--- src/rtl/detect_count_display_if.sv ---
// Detector-to-counter bus: strobe/hit inputs, count and display outputs.
// One interface instance per counter/display stage.
interface detect_count_display_if;
  logic        step;
  logic        z;
  logic        clr;
  logic [15:0] count_bcd;
  logic        hit;
  logic        ovf;
  logic [3:0]  an;
  logic [6:0]  seg;
  logic        dp;

  modport master (
    output step, z, clr,
    input  count_bcd, hit, ovf, an, seg, dp
  );

  modport slave (
    input  step, z, clr,
    output count_bcd, hit, ovf, an, seg, dp
  );
endinterface

--- src/rtl/detect_count_display.sv ---
// BCD hit counter (0000-9999) with a registered 4-digit
// multiplexed 7-segment scanner.
module detect_count_display #(
  parameter int REFRESH_DIV = 100000,
  parameter bit WRAP        = 1'b1,
  parameter bit BLANK_LZ    = 1'b1
) (
  input  logic                  clk,
  input  logic                  rest,
  detect_count_display_if.slave bus
);

  localparam int CW = $clog2(REFRESH_DIV);
  localparam logic [CW-1:0] TERM = CW'(REFRESH_DIV - 1);

  logic [15:0]   count_q, count_d;
  logic          hit_q, hit_d;
  logic          ovf_q, ovf_d;
  logic [CW-1:0] ref_q, ref_d;
  logic [1:0]    idx_q, idx_d;
  logic [3:0]    an_q, an_d;
  logic [6:0]    seg_q, seg_d;
  logic          dp_q, dp_d;

  logic [15:0]   inc_val;
  logic          carry;
  logic          inc;
  logic [3:0]    digit;
  logic          blank;

  function automatic logic [6:0] seg7(input logic [3:0] d);
    case (d)
      4'd0:    seg7 = 7'b1000000;
      4'd1:    seg7 = 7'b1111001;
      4'd2:    seg7 = 7'b0100100;
      4'd3:    seg7 = 7'b0110000;
      4'd4:    seg7 = 7'b0011001;
      4'd5:    seg7 = 7'b0010010;
      4'd6:    seg7 = 7'b0000010;
      4'd7:    seg7 = 7'b1111000;
      4'd8:    seg7 = 7'b0000000;
      4'd9:    seg7 = 7'b0010000;
      default: seg7 = 7'h7F;
    endcase
  endfunction

  assign inc = bus.step & bus.z;

  // Ripple-carry BCD increment, one nibble at a time
  always_comb begin
    inc_val = count_q;
    carry   = 1'b1;
    for (int i = 0; i < 4; i++) begin
      if (carry) begin
        if (count_q[4*i +: 4] == 4'd9) begin
          inc_val[4*i +: 4] = 4'd0;
        end else begin
          inc_val[4*i +: 4] = count_q[4*i +: 4] + 4'd1;
          carry = 1'b0;
        end
      end
    end
  end

  always_comb begin
    count_d = count_q;
    ovf_d   = ovf_q;
    hit_d   = 1'b0;
    if (bus.clr) begin
      count_d = '0;
      ovf_d   = 1'b0;
    end else if (inc) begin
      hit_d = 1'b1;
      if (count_q == 16'h9999) begin
        ovf_d   = 1'b1;
        count_d = WRAP ? 16'h0000 : count_q;
      end else begin
        count_d = inc_val;
      end
    end
  end

  always_comb begin
    ref_d = ref_q + CW'(1);
    idx_d = idx_q;
    if (ref_q == TERM) begin
      ref_d = '0;
      idx_d = idx_q + 2'd1;
    end
  end

  // Digit and anode come from the same index, so they switch together
  always_comb begin
    digit = count_q[4*idx_q +: 4];
    blank = 1'b0;
    case (idx_q)
      2'd1:    blank = (count_q[15:4] == 12'h000);
      2'd2:    blank = (count_q[15:8] == 8'h00);
      2'd3:    blank = (count_q[15:12] == 4'h0);
      default: blank = 1'b0;
    endcase
    blank = blank & BLANK_LZ;
    an_d  = ~(4'b0001 << idx_q);
    seg_d = blank ? 7'h7F : seg7(digit);
    dp_d  = ~((idx_q == 2'd3) & ovf_q);
  end

  always_ff @(posedge clk) begin
    if (!rest) begin
      count_q <= '0;
      hit_q   <= 1'b0;
      ovf_q   <= 1'b0;
      ref_q   <= '0;
      idx_q   <= 2'd0;
      an_q    <= 4'b1111;
      seg_q   <= 7'h7F;
      dp_q    <= 1'b1;
    end else begin
      count_q <= count_d;
      hit_q   <= hit_d;
      ovf_q   <= ovf_d;
      ref_q   <= ref_d;
      idx_q   <= idx_d;
      an_q    <= an_d;
      seg_q   <= seg_d;
      dp_q    <= dp_d;
    end
  end

  assign bus.count_bcd = count_q;
  assign bus.hit       = hit_q;
  assign bus.ovf       = ovf_q;
  assign bus.an        = an_q;
  assign bus.seg       = seg_q;
  assign bus.dp        = dp_q;

endmodule

--- src/flat_wrapper.sv ---
// flat-port wrapper written by rule: the top's interface ports become plain ports
module detect_count_display_flat 
#(
  parameter int REFRESH_DIV = 100000,
  parameter bit WRAP        = 1'b1,
  parameter bit BLANK_LZ    = 1'b1
)
  (clk, rest, bus_step, bus_z, bus_clr, bus_count_bcd, bus_hit, bus_ovf, bus_an, bus_seg, bus_dp);
  detect_count_display_if bus_i ();
  input  logic clk;
  input  logic rest;
  input wire logic [$bits(bus_i.step)-1:0] bus_step;
  input wire logic [$bits(bus_i.z)-1:0] bus_z;
  input wire logic [$bits(bus_i.clr)-1:0] bus_clr;
  output wire logic [$bits(bus_i.count_bcd)-1:0] bus_count_bcd;
  output wire logic [$bits(bus_i.hit)-1:0] bus_hit;
  output wire logic [$bits(bus_i.ovf)-1:0] bus_ovf;
  output wire logic [$bits(bus_i.an)-1:0] bus_an;
  output wire logic [$bits(bus_i.seg)-1:0] bus_seg;
  output wire logic [$bits(bus_i.dp)-1:0] bus_dp;
  assign bus_i.step = bus_step;
  assign bus_i.z = bus_z;
  assign bus_i.clr = bus_clr;
  assign bus_count_bcd = bus_i.count_bcd;
  assign bus_hit = bus_i.hit;
  assign bus_ovf = bus_i.ovf;
  assign bus_an = bus_i.an;
  assign bus_seg = bus_i.seg;
  assign bus_dp = bus_i.dp;
  detect_count_display #(.REFRESH_DIV(REFRESH_DIV), .WRAP(WRAP), .BLANK_LZ(BLANK_LZ)) u_core (.clk(clk), .rest(rest), .bus(bus_i));
endmodule
--- config.mk ---
export PLATFORM = sky130hd
export DESIGN_NAME = detect_count_display_flat
export DESIGN_NICKNAME = d
export VERILOG_FILES = /design/src/rtl/detect_count_display_if.sv /design/src/rtl/detect_count_display.sv /design/src/flat_wrapper.sv
export SDC_FILE = /design/constraint.sdc
export NUM_CORES = 1
export LEC_CHECK = 0
export CAP_MARGIN = 20
export CELL_PAD_IN_SITES_DETAIL_PLACEMENT = 1
export CELL_PAD_IN_SITES_GLOBAL_PLACEMENT = 2
export CORE_UTILIZATION = 36
export CTS_CLUSTER_SIZE = 25
export DETAILED_ROUTE_END_ITERATION = 16
export PLACE_DENSITY = 0.86
export SLEW_MARGIN = 20
export SYNTH_ARGS = -nofsm -noshare
export SYNTH_HDL_FRONTEND = slang
export SYNTH_SLANG_ARGS = --single-unit
--- constraint.sdc ---
create_clock -name clk -period 4.55 [get_ports clk]
set_input_delay 1.365 -clock clk [delete_from_list [all_inputs] [get_ports clk]]
set_output_delay 1.365 -clock clk [all_outputs]
set_load 0.05 [all_outputs]
# After elaboration in Yosys (flattened, before gate mapping)
# Memories as Yosys holds them, arrays and structs flattened. A register that Yosys moved wholly into a read port is not among the register bits.
# Index checks and enable logic that the tools add are counted.
[op_classes]
addsub = 6
multipliers = 0
n_div = 0
order_cmp = 0
n_eq_ne = 9
shift = 2
mux = 15
bitwise = 5
n_reduce_logical = 13
[op_table]
columns = ["op", "count"]
rows = [
  ["two-way mux 4 bit", 7],
  ["adder 17 x 1 -> 17 bit, second input constant", 1],
  ["equality test 17 bit, second input constant", 1],
  ["adder 4 x 1 -> 4 bit, second input constant", 4],
  ["equality test 16 bit, second input constant", 1],
  ["equality test 4 bit, second input constant", 4],
  ["two-way mux 16 bit", 1],
  ["variable part select 16 x 5 -> 4 bit", 1],
  ["zero test 12 bit", 1],
  ["zero test 8 bit", 1],
  ["AND reduction 2 bit", 4],
  ["two-way mux 1 bit", 6],
  ["nonzero test 2 bit", 3],
  ["OR reduction 2 bit", 3],
  ["equality test 2 bit, second input constant", 2],
  ["zero test 4 bit", 1],
  ["NOT 4 bit", 1],
  ["<< shifter 1 x 2 -> 4 bit, first input constant", 1],
  ["one-hot mux 1 bit (3 select lines)", 1],
  ["adder 2 x 1 -> 2 bit, second input constant", 1],
  ["bitwise AND 1 bit", 2],
  ["equality test 2 x 1 -> 1 bit, second input constant", 1],
  ["NOT 1 bit", 2],
]
[word_totals]
ff_bits = 42
latchBits = 0
mem_bits_rw = 0
romBits = 112
out_inout_bits = 30
elab_cells = 61
n_memories = 1
[mem_list]
columns = ["memory", "depth", "width", "rd", "rd_clocked_by_memory_dff", "write_ports", "line", "rtl"]
rows = [
  ["(name not given)", 16, 7, 1, 1, 0, "detect_count_display.sv:32", "case (d)"],
]

# Logic depth before layout (Yosys ltp)
# Gate-level depths: netlist of the first run.
[logic_depth]
word_depth = 6
mapped_depth = 7

# Least setup slack after synthesis of the first run
# Ideal clock, no wire load.
[synth_path]
kind = "input port to flip-flop"
from = "input bus_step"
to = "register u_core.count_q[14] (netlist: u_core.bus.count_bcd[14])"
t_arrival_ns = 2.481
slack_ns = 1.999
cell_stages = 5
n_path_buf = 1
cell_sequence = "and2_1 > clkbuf_1 > nand4_1 > or4_1 > a21oi_1"
[synth_between]
elab_chain_cells = 2
[synth_lines]
columns = ["item", "line", "rtl"]
rows = [
  ["start: declaration", "flat_wrapper.sv:12", "input wire logic [$bits(bus_i.step)-1:0] bus_step;"],
  ["bitwise AND 1 bit", "detect_count_display.sv:47", "assign inc = bus.step & bus.z;"],
  ["AND reduction 2 bit (no line)", "--", ""],
  ["end signal: assignment", "detect_count_display.sv:119", "count_q <= count_d;"],
  ["end: declaration", "detect_count_display.sv:16", "logic [15:0] count_q, count_d;"],
]
# Every way passes these cells.
# A chain may end at the register's enable or synchronous reset.

# Worst setup path after layout of the first run
[layout_path]
from = "register u_core.count_q[8] (netlist: u_core.bus.count_bcd[8])"
to = "output bus_count_bcd[8]"
[layout_rtl]
columns = ["item", "line", "rtl"]
rows = [
  ["end: declaration", "flat_wrapper.sv:15", "output wire logic [$bits(bus_i.count_bcd)-1:0] bus_count_bcd;"],
]
# No word-level cell between the ends.

==> results of run 1 <==
## per-layer routing
metal	global-route usage [%]	share of wire (%)	up-vias
li1	-	-	1042
met1	23.7	49	1031
met2	28.0	46	38
met3	2.63	3.6	10
met4	6.36	1.6	0
met5	0	0	-
## through the flow
step	setup WS, ps	util, %
after floorplan	2000	-
after global placement	1490	44.1
after detailed placement	1400	44.1
after CTS	1450	45.6
after global routing	1380	45.6
final	1460	45.6
## power by group
group | total, mW | switching, mW | internal, mW | leakage (nW)
clock network | 0.270 | 0.147 | 0.123 | 0.0512
registers | 0.439 | 0.00423 | 0.435 | 0.398
logic | 0.0484 | 0.0319 | 0.0166 | 0.566
total | 0.758 | 0.183 | 0.575 | 1.02
## cell families (layout without fill, tap and decap cells)
family          after synthesis  after routing
compound gates               44             44
xor+xnor                     14             14
fa+ha+maj                    22             22
buf+inv                      28             60
flops                        49             49
mux                           6              6
simple gates                118            118
## layout by cell type, fill, tap and decap left out, types with 9 or more instances in the layout
master / synthesis / routed
a21oi_1: 22 / 22
clkdlybuf4s50_1: 0 / 34
dfxtp_1: 49 / 49
ha_1: 22 / 22
inv_1: 18 / 18
nand2_1: 21 / 21
nand3_1: 15 / 15
nor2_1: 27 / 27
nor3_1: 9 / 9
o21ai_0: 11 / 11
xnor2_1: 10 / 10
## flip-flops by register name, indices dropped and copies added, names as in the netlist
signal / cells
u_core.ref_q: 17
u_core.bus.count_bcd: 16
u_core.bus.seg: 7
u_core.bus.an: 4
u_core.idx_q: 2
u_core.bus.dp: 1
u_core.bus.hit: 1
u_core.bus.ovf: 1
## worst paths after layout
kind | start | end | slack (ps) | cells after the start
hold / removal | u_core.bus.ovf$_SDFFE_PP0P_ | u_core.bus.dp$_SDFF_PN1_ | 470 | 1
setup / recovery | u_core.bus.count_bcd[8]$_SDFFE_PP0P_ | bus_count_bcd[8] | 1460 | 1
hold reg to reg | u_core.bus.ovf$_SDFFE_PP0P_ | u_core.bus.dp$_SDFF_PN1_ | 470 | 1
setup reg to reg | u_core.bus.count_bcd[0]$_SDFFE_PP0P_ | u_core.bus.count_bcd[14]$_SDFFE_PP0P_ | 2430 | 5
## layout make-up
| class | instances | share of cell area (%) |
|---|---|---|
| Clock buffer | 6 | 2.78 |
| Timing Repair Buffer | 34 | 11.4 |
| Multi-Input combinational cell | 204 | 46.8 |
| Sequential cell | 49 | 33.0 |
| Clock inverter | 2 | 0.463 |
| Tap cell | 77 | 3.24 |
| Inverter | 18 | 2.27 |
==> impl_metrics.py, run 1 <==
metrics = {
    "logic_synthesis": {
        "synth_adder_area_share_pct": 11.0,
        "synth_top_family_by_area": "simple AND/OR/NAND/NOR gates",
        "yosys_register_bits": 49,
        "synth_compound_area_share_pct": 10.2,
        "synth_top_area_cell": "dfxtp_1",
        "ys_types": 40,
        "yosys-top-cells-area": "dfxtp_1, ha_1, a21oi_1, nor2_1, mux4_2",
        "synth_ff_type": "dfxtp_1",
        "synth-xor-area-share_pct": 4.91,
        "ys_seq_area_share_pct": 39.3,
        "synth.top_cell.area_share_pct": 39.3,
        "synth_nets": 308,
        "synth.mux.area_fraction_pct": 4.41,
        "yosys_warnings": 0,
        "synthCells": 281,
        "synth_edf_count": 0,
        "async_reset_ff_share_pct": 0,
        "ys_top_cells_by_count": "dfxtp_1, nor2_1, a21oi_1, ha_1, nand2_1",
        "avgSynthCellArea_sq_um": 8.88,
        "syn_area_sq_um": 2500,
        "yosysMostFrequentCell": "dfxtp_1",
        "synthSimpleGateAreaFrac_pct": 25.3,
    },
    "timing": {
        "grt_setup_unrepaired": "false",
        "worst_pin_slew_ps": 728,
        "finalHoldViolCount": 0,
        "slew_violations": 0,
        "fin_tns_setup_ps": 0,
        "setup_viol": 0,
        "slew_headroom_pct": 51.5,
        "max_freq_mhz": 324,
        "whs_ps": 468,
        "min_period_ps": 3090,
        "post-route-period-util_pct": 67.8,
        "finClkSkew_ps": 14.4,
    },
    "critical_path": {
        "worst_setup_path_end_kind": "output port",
        "cp_cell_sequence": "clkdlybuf4s50_1",
        "cp.arrival_ps": 1720,
        "path_class": "reg -> out",
        "path_max_fanout": 9,
        "start_kind": "register",
        "crit_buf_inv": 1,
        "cp.required_ps": 3180,
        "crit_path_max_incr_delay_ps": 870,
        "slowest_stage": "clkdlybuf4s50_1",
        "crit_family": "buffers and inverters",
    },
    "clock_network": {
        "cts_buffers": 5,
        "cts.sinks": 49,
        "h-tree-depth": 2,
        "ctsResizeCount": 0,
        "clk_pin_slew_worst_paths_ps": 100,
        "ctsHoldBuffers": 0,
        "root_buffer": "clkbuf_8",
        "tritoncts": "built",
        "post-cts-setup-buffers": 0,
        "cts.path.max_buffers": 2,
        "insertion_delay_ps": 310,
    },
    "power_and_ir_drop": {
        "p_leak_nw": 1.02,
        "power.density_nw_per_um2": 255,
        "irDropWorstVdd_mv": 0.112,
        "power_mw": 0.758,
    },
    "drt": {
        "drt_iter0_drc": 42,
        "viasPerCell": 5.44,
        "drt_first_pass_iters": 4,
        "vias": 2121,
        "post-route-drc-count": 0,
        "avgRoutedWirePerCell_microns": 15.4,
        "wl_mm": 6.01,
        "ant_nets": 0,
    },
    "floorplanning": {
        "die_w_microns": 85.3,
        "die_area_sq_um": 7270,
        "num_rows": 29,
        "io_pins": 35,
        "die_y_microns": 85.3,
        "fp.coreArea_sq_um": 6530,
        "initial_core_util_pct": 38.2,
    },
    "outcome": {
        "status": "completed",
    },
    "global_routing": {
        "antenna_found_initial": 0,
        "grt_use_total_pct": 17.4,
        "grt_max_degree": 19,
        "grt_overflow": 0,
        "grt_pass1_wl_mm": 9.98,
        "grt_pass1_vias": 1990,
    },
    "flow_run": {
        "cap_violations": 0,
    },
    "place": {
        "place_congestion": 0.747,
        "portBuffers": 34,
        "dp_hpwl_mm": 4.36,
        "postPlaceCellArea_sq_um": 2880,
        "placedCellCount": 382,
    },
    "cells_and_area": {
        "instances_no_fill": 390,
        "syn_to_final_growth_pct": 19.2,
        "seqCellArea_sq_um": 981,
        "nets": 339,
        "multiInputGateArea_sq_um": 1390,
        "design_area_sq_um": 2980,
        "diodes": 0,
        "n_fill_cell": 774,
        "drive_above_1_share_pct": 5.75,
    },
    "min_path": {
        "hold_class": "reg -> reg",
    },
}
(Power assumes the default switching activity.)
==> inputs of run 2 (changes only) <==
- CORE_UTILIZATION: 36 -> 30
- PLACE_DENSITY: 0.86 -> 0.77
- clock period: 4.55 -> 2.6 ns (I/O delays scaled with it)
==> impl_metrics.py, run 2 (same netlist as run 1, synthesis figures left out) <==
metrics = {
    "outcome": {
        "status": "completed",
    },
    "critical_path": {
        "path_class": "reg -> out",
        "crit_buf_inv": 1,
        "crit_path_max_incr_delay_ps": 870,
        "cp.arrival_ps": 1690,
        "path_max_fanout": 9,
        "cp.required_ps": 1820,
        "start_kind": "register",
        "cp_cell_sequence": "clkdlybuf4s50_1",
        "crit_family": "buffers and inverters",
        "worst_setup_path_end_kind": "output port",
        "slowest_stage": "clkdlybuf4s50_1",
    },
    "drt": {
        "avgRoutedWirePerCell_microns": 14.8,
        "post-route-drc-count": 0,
        "drt_first_pass_iters": 4,
        "wl_mm": 6.29,
        "vias": 2137,
        "drt_iter0_drc": 102,
        "viasPerCell": 5.02,
        "ant_nets": 0,
    },
    "timing": {
        "slew_headroom_pct": 62.5,
        "slew_violations": 0,
        "setup_viol": 0,
        "fin_tns_setup_ps": 0,
        "finalHoldViolCount": 0,
        "min_period_ps": 2470,
        "post-route-period-util_pct": 95.1,
        "grt_setup_unrepaired": "false",
        "finClkSkew_ps": 11.7,
        "max_freq_mhz": 405,
        "fin_ws_ps": 128,
        "worst_pin_slew_ps": 555,
    },
    "clock_network": {
        "h-tree-depth": 2,
        "post-cts-setup-buffers": 0,
        "cts.sinks": 49,
        "root_buffer": "clkbuf_8",
        "insertion_delay_ps": 300,
        "cts.path.max_buffers": 2,
        "cts_buffers": 5,
        "clk_pin_slew_worst_paths_ps": 100,
        "tritoncts": "built",
        "ctsResizeCount": 0,
        "ctsHoldBuffers": 0,
    },
    "cells_and_area": {
        "n_fill_cell": 938,
        "regMostFlops": "u_core.ref_q",
        "nets": 350,
        "largest_register_ffs": 17,
        "diodes": 0,
        "final_cell_mix": "dfxtp_1, clkdlybuf4s50_1, nor2_1",
        "drive_above_1_share_pct": 8.95,
        "syn_to_final_growth_pct": 24.7,
        "mostFrequentLayoutCell": "dfxtp_1",
    },
    "floorplanning": {
        "io_pins": 35,
        "fp.coreArea_sq_um": 7890,
        "num_rows": 32,
        "die_w_microns": 93.2,
        "initial_core_util_pct": 31.6,
        "die_y_microns": 93.2,
        "die_area_sq_um": 8690,
    },
    "power_and_ir_drop": {
        "seqPwrFrac_pct": 53.5,
        "p_clk_share_pct": 40.2,
        "irDropWorstVdd_mv": 0.226,
        "p_comb_share_pct": 6.3,
        "netSwitchingFraction_pct": 22.9,
        "switching_power_mw": 0.329,
        "p_leak_nw": 1.08,
        "power.density_nw_per_um2": 462,
        "intPower_mw": 1.11,
    },
    "flow_run": {
        "cap_violations": 0,
    },
    "global_routing": {
        "antenna_found_initial": 0,
        "grt_max_degree": 19,
        "grt_pass1_wl_mm": 10.5,
        "grt.met2_usage_pct": 24.9,
        "grt_use_met3_pct": 2.52,
        "grt_pass1_vias": 2079,
        "grt_overflow": 0,
        "grt_use_total_pct": 15.3,
        "use_met1_pct": 21.3,
        "grt-busiest-layer": "met2",
    },
    "place": {
        "dp_slack_ps": 181,
        "place_congestion": 0.761,
        "portBuffers": 34,
        "dp_hpwl_mm": 4.65,
    },
    "min_path": {
        "hold_class": "reg -> reg",
    },
}
==> run 2: changes by cell type in the layout (fill, tap and decap cells not counted), sizes merged <==
| cell | delta |
|---|---|
| buf | +11 |
| clkinv | -2 |
| bufinv | +1 |
| clkinvlp | +1 |
==> run 2: stage by stage <==
| step | instances | instance area (sq um) | power, mW | utilization [%] | hold slack (ps) |
|---|---|---|---|---|---|
| global placement | 418 | 2990 | 0.877 | 37.9 | 443 |
| detailed placement | 418 | 2990 | 0.878 | 37.9 | 452 |
| finish | 426 | 3110 | 1.44 | 39.5 | 474 |
| floorplan | 281 | 2500 | 0.844 | - | 430 |
| CTS | 426 | 3110 | 1.46 | 39.5 | 474 |
| global route | 426 | 3110 | 1.50 | 39.5 | 496 |
==> run 2: worst paths after layout <==
path,start,endpoint,slack [ps],cells past startpoint
max,u_core.bus.count_bcd[8]$_SDFFE_PP0P_,bus_count_bcd[8],130,1
min,u_core.bus.ovf$_SDFFE_PP0P_,u_core.bus.dp$_SDFF_PN1_,470,1
max reg2reg,u_core.ref_q[0]$_SDFF_PP0_,u_core.idx_q[0]$_SDFFE_PN0N_,460,5
min reg2reg,u_core.bus.ovf$_SDFFE_PP0P_,u_core.bus.dp$_SDFF_PN1_,470,1
==> run 2: power by group through the flow <==
stage | Combinational (mW) | Clock [mW] | Sequential (mW)
global route | 0.0969 | 0.635 | 0.771
global placement | 0.0909 | 0 | 0.786
CTS | 0.0919 | 0.601 | 0.769
detailed placement | 0.0919 | 0 | 0.787
floorplan | 0.0312 | 0 | 0.813
finish | 0.0902 | 0.578 | 0.769
==> run 2: per-layer routing <==
| layer | wire length [microns] | vias up |
|---|---|---|
| met2 | 2880 | 28 |
| met4 | 31 | 0 |
| met1 | 3230 | 1039 |
| li1 | - | 1066 |
| met5 | 0 | - |
| met3 | 145 | 4 |
==> run 2: area by class of cell <==
| type | count | area, sq um | area share [%] |
|---|---|---|---|
| Clock buffer | 6 | 82.6 | 2.65 |
| Multi-Input combinational cell | 204 | 1390 | 44.8 |
| Timing Repair Buffer | 45 | 423 | 13.6 |
| Sequential cell | 49 | 981 | 31.5 |
| Clock inverter | 2 | 37.5 | 1.21 |
| Inverter | 18 | 67.6 | 2.17 |
| Tap cell | 102 | 128 | 4.10 |
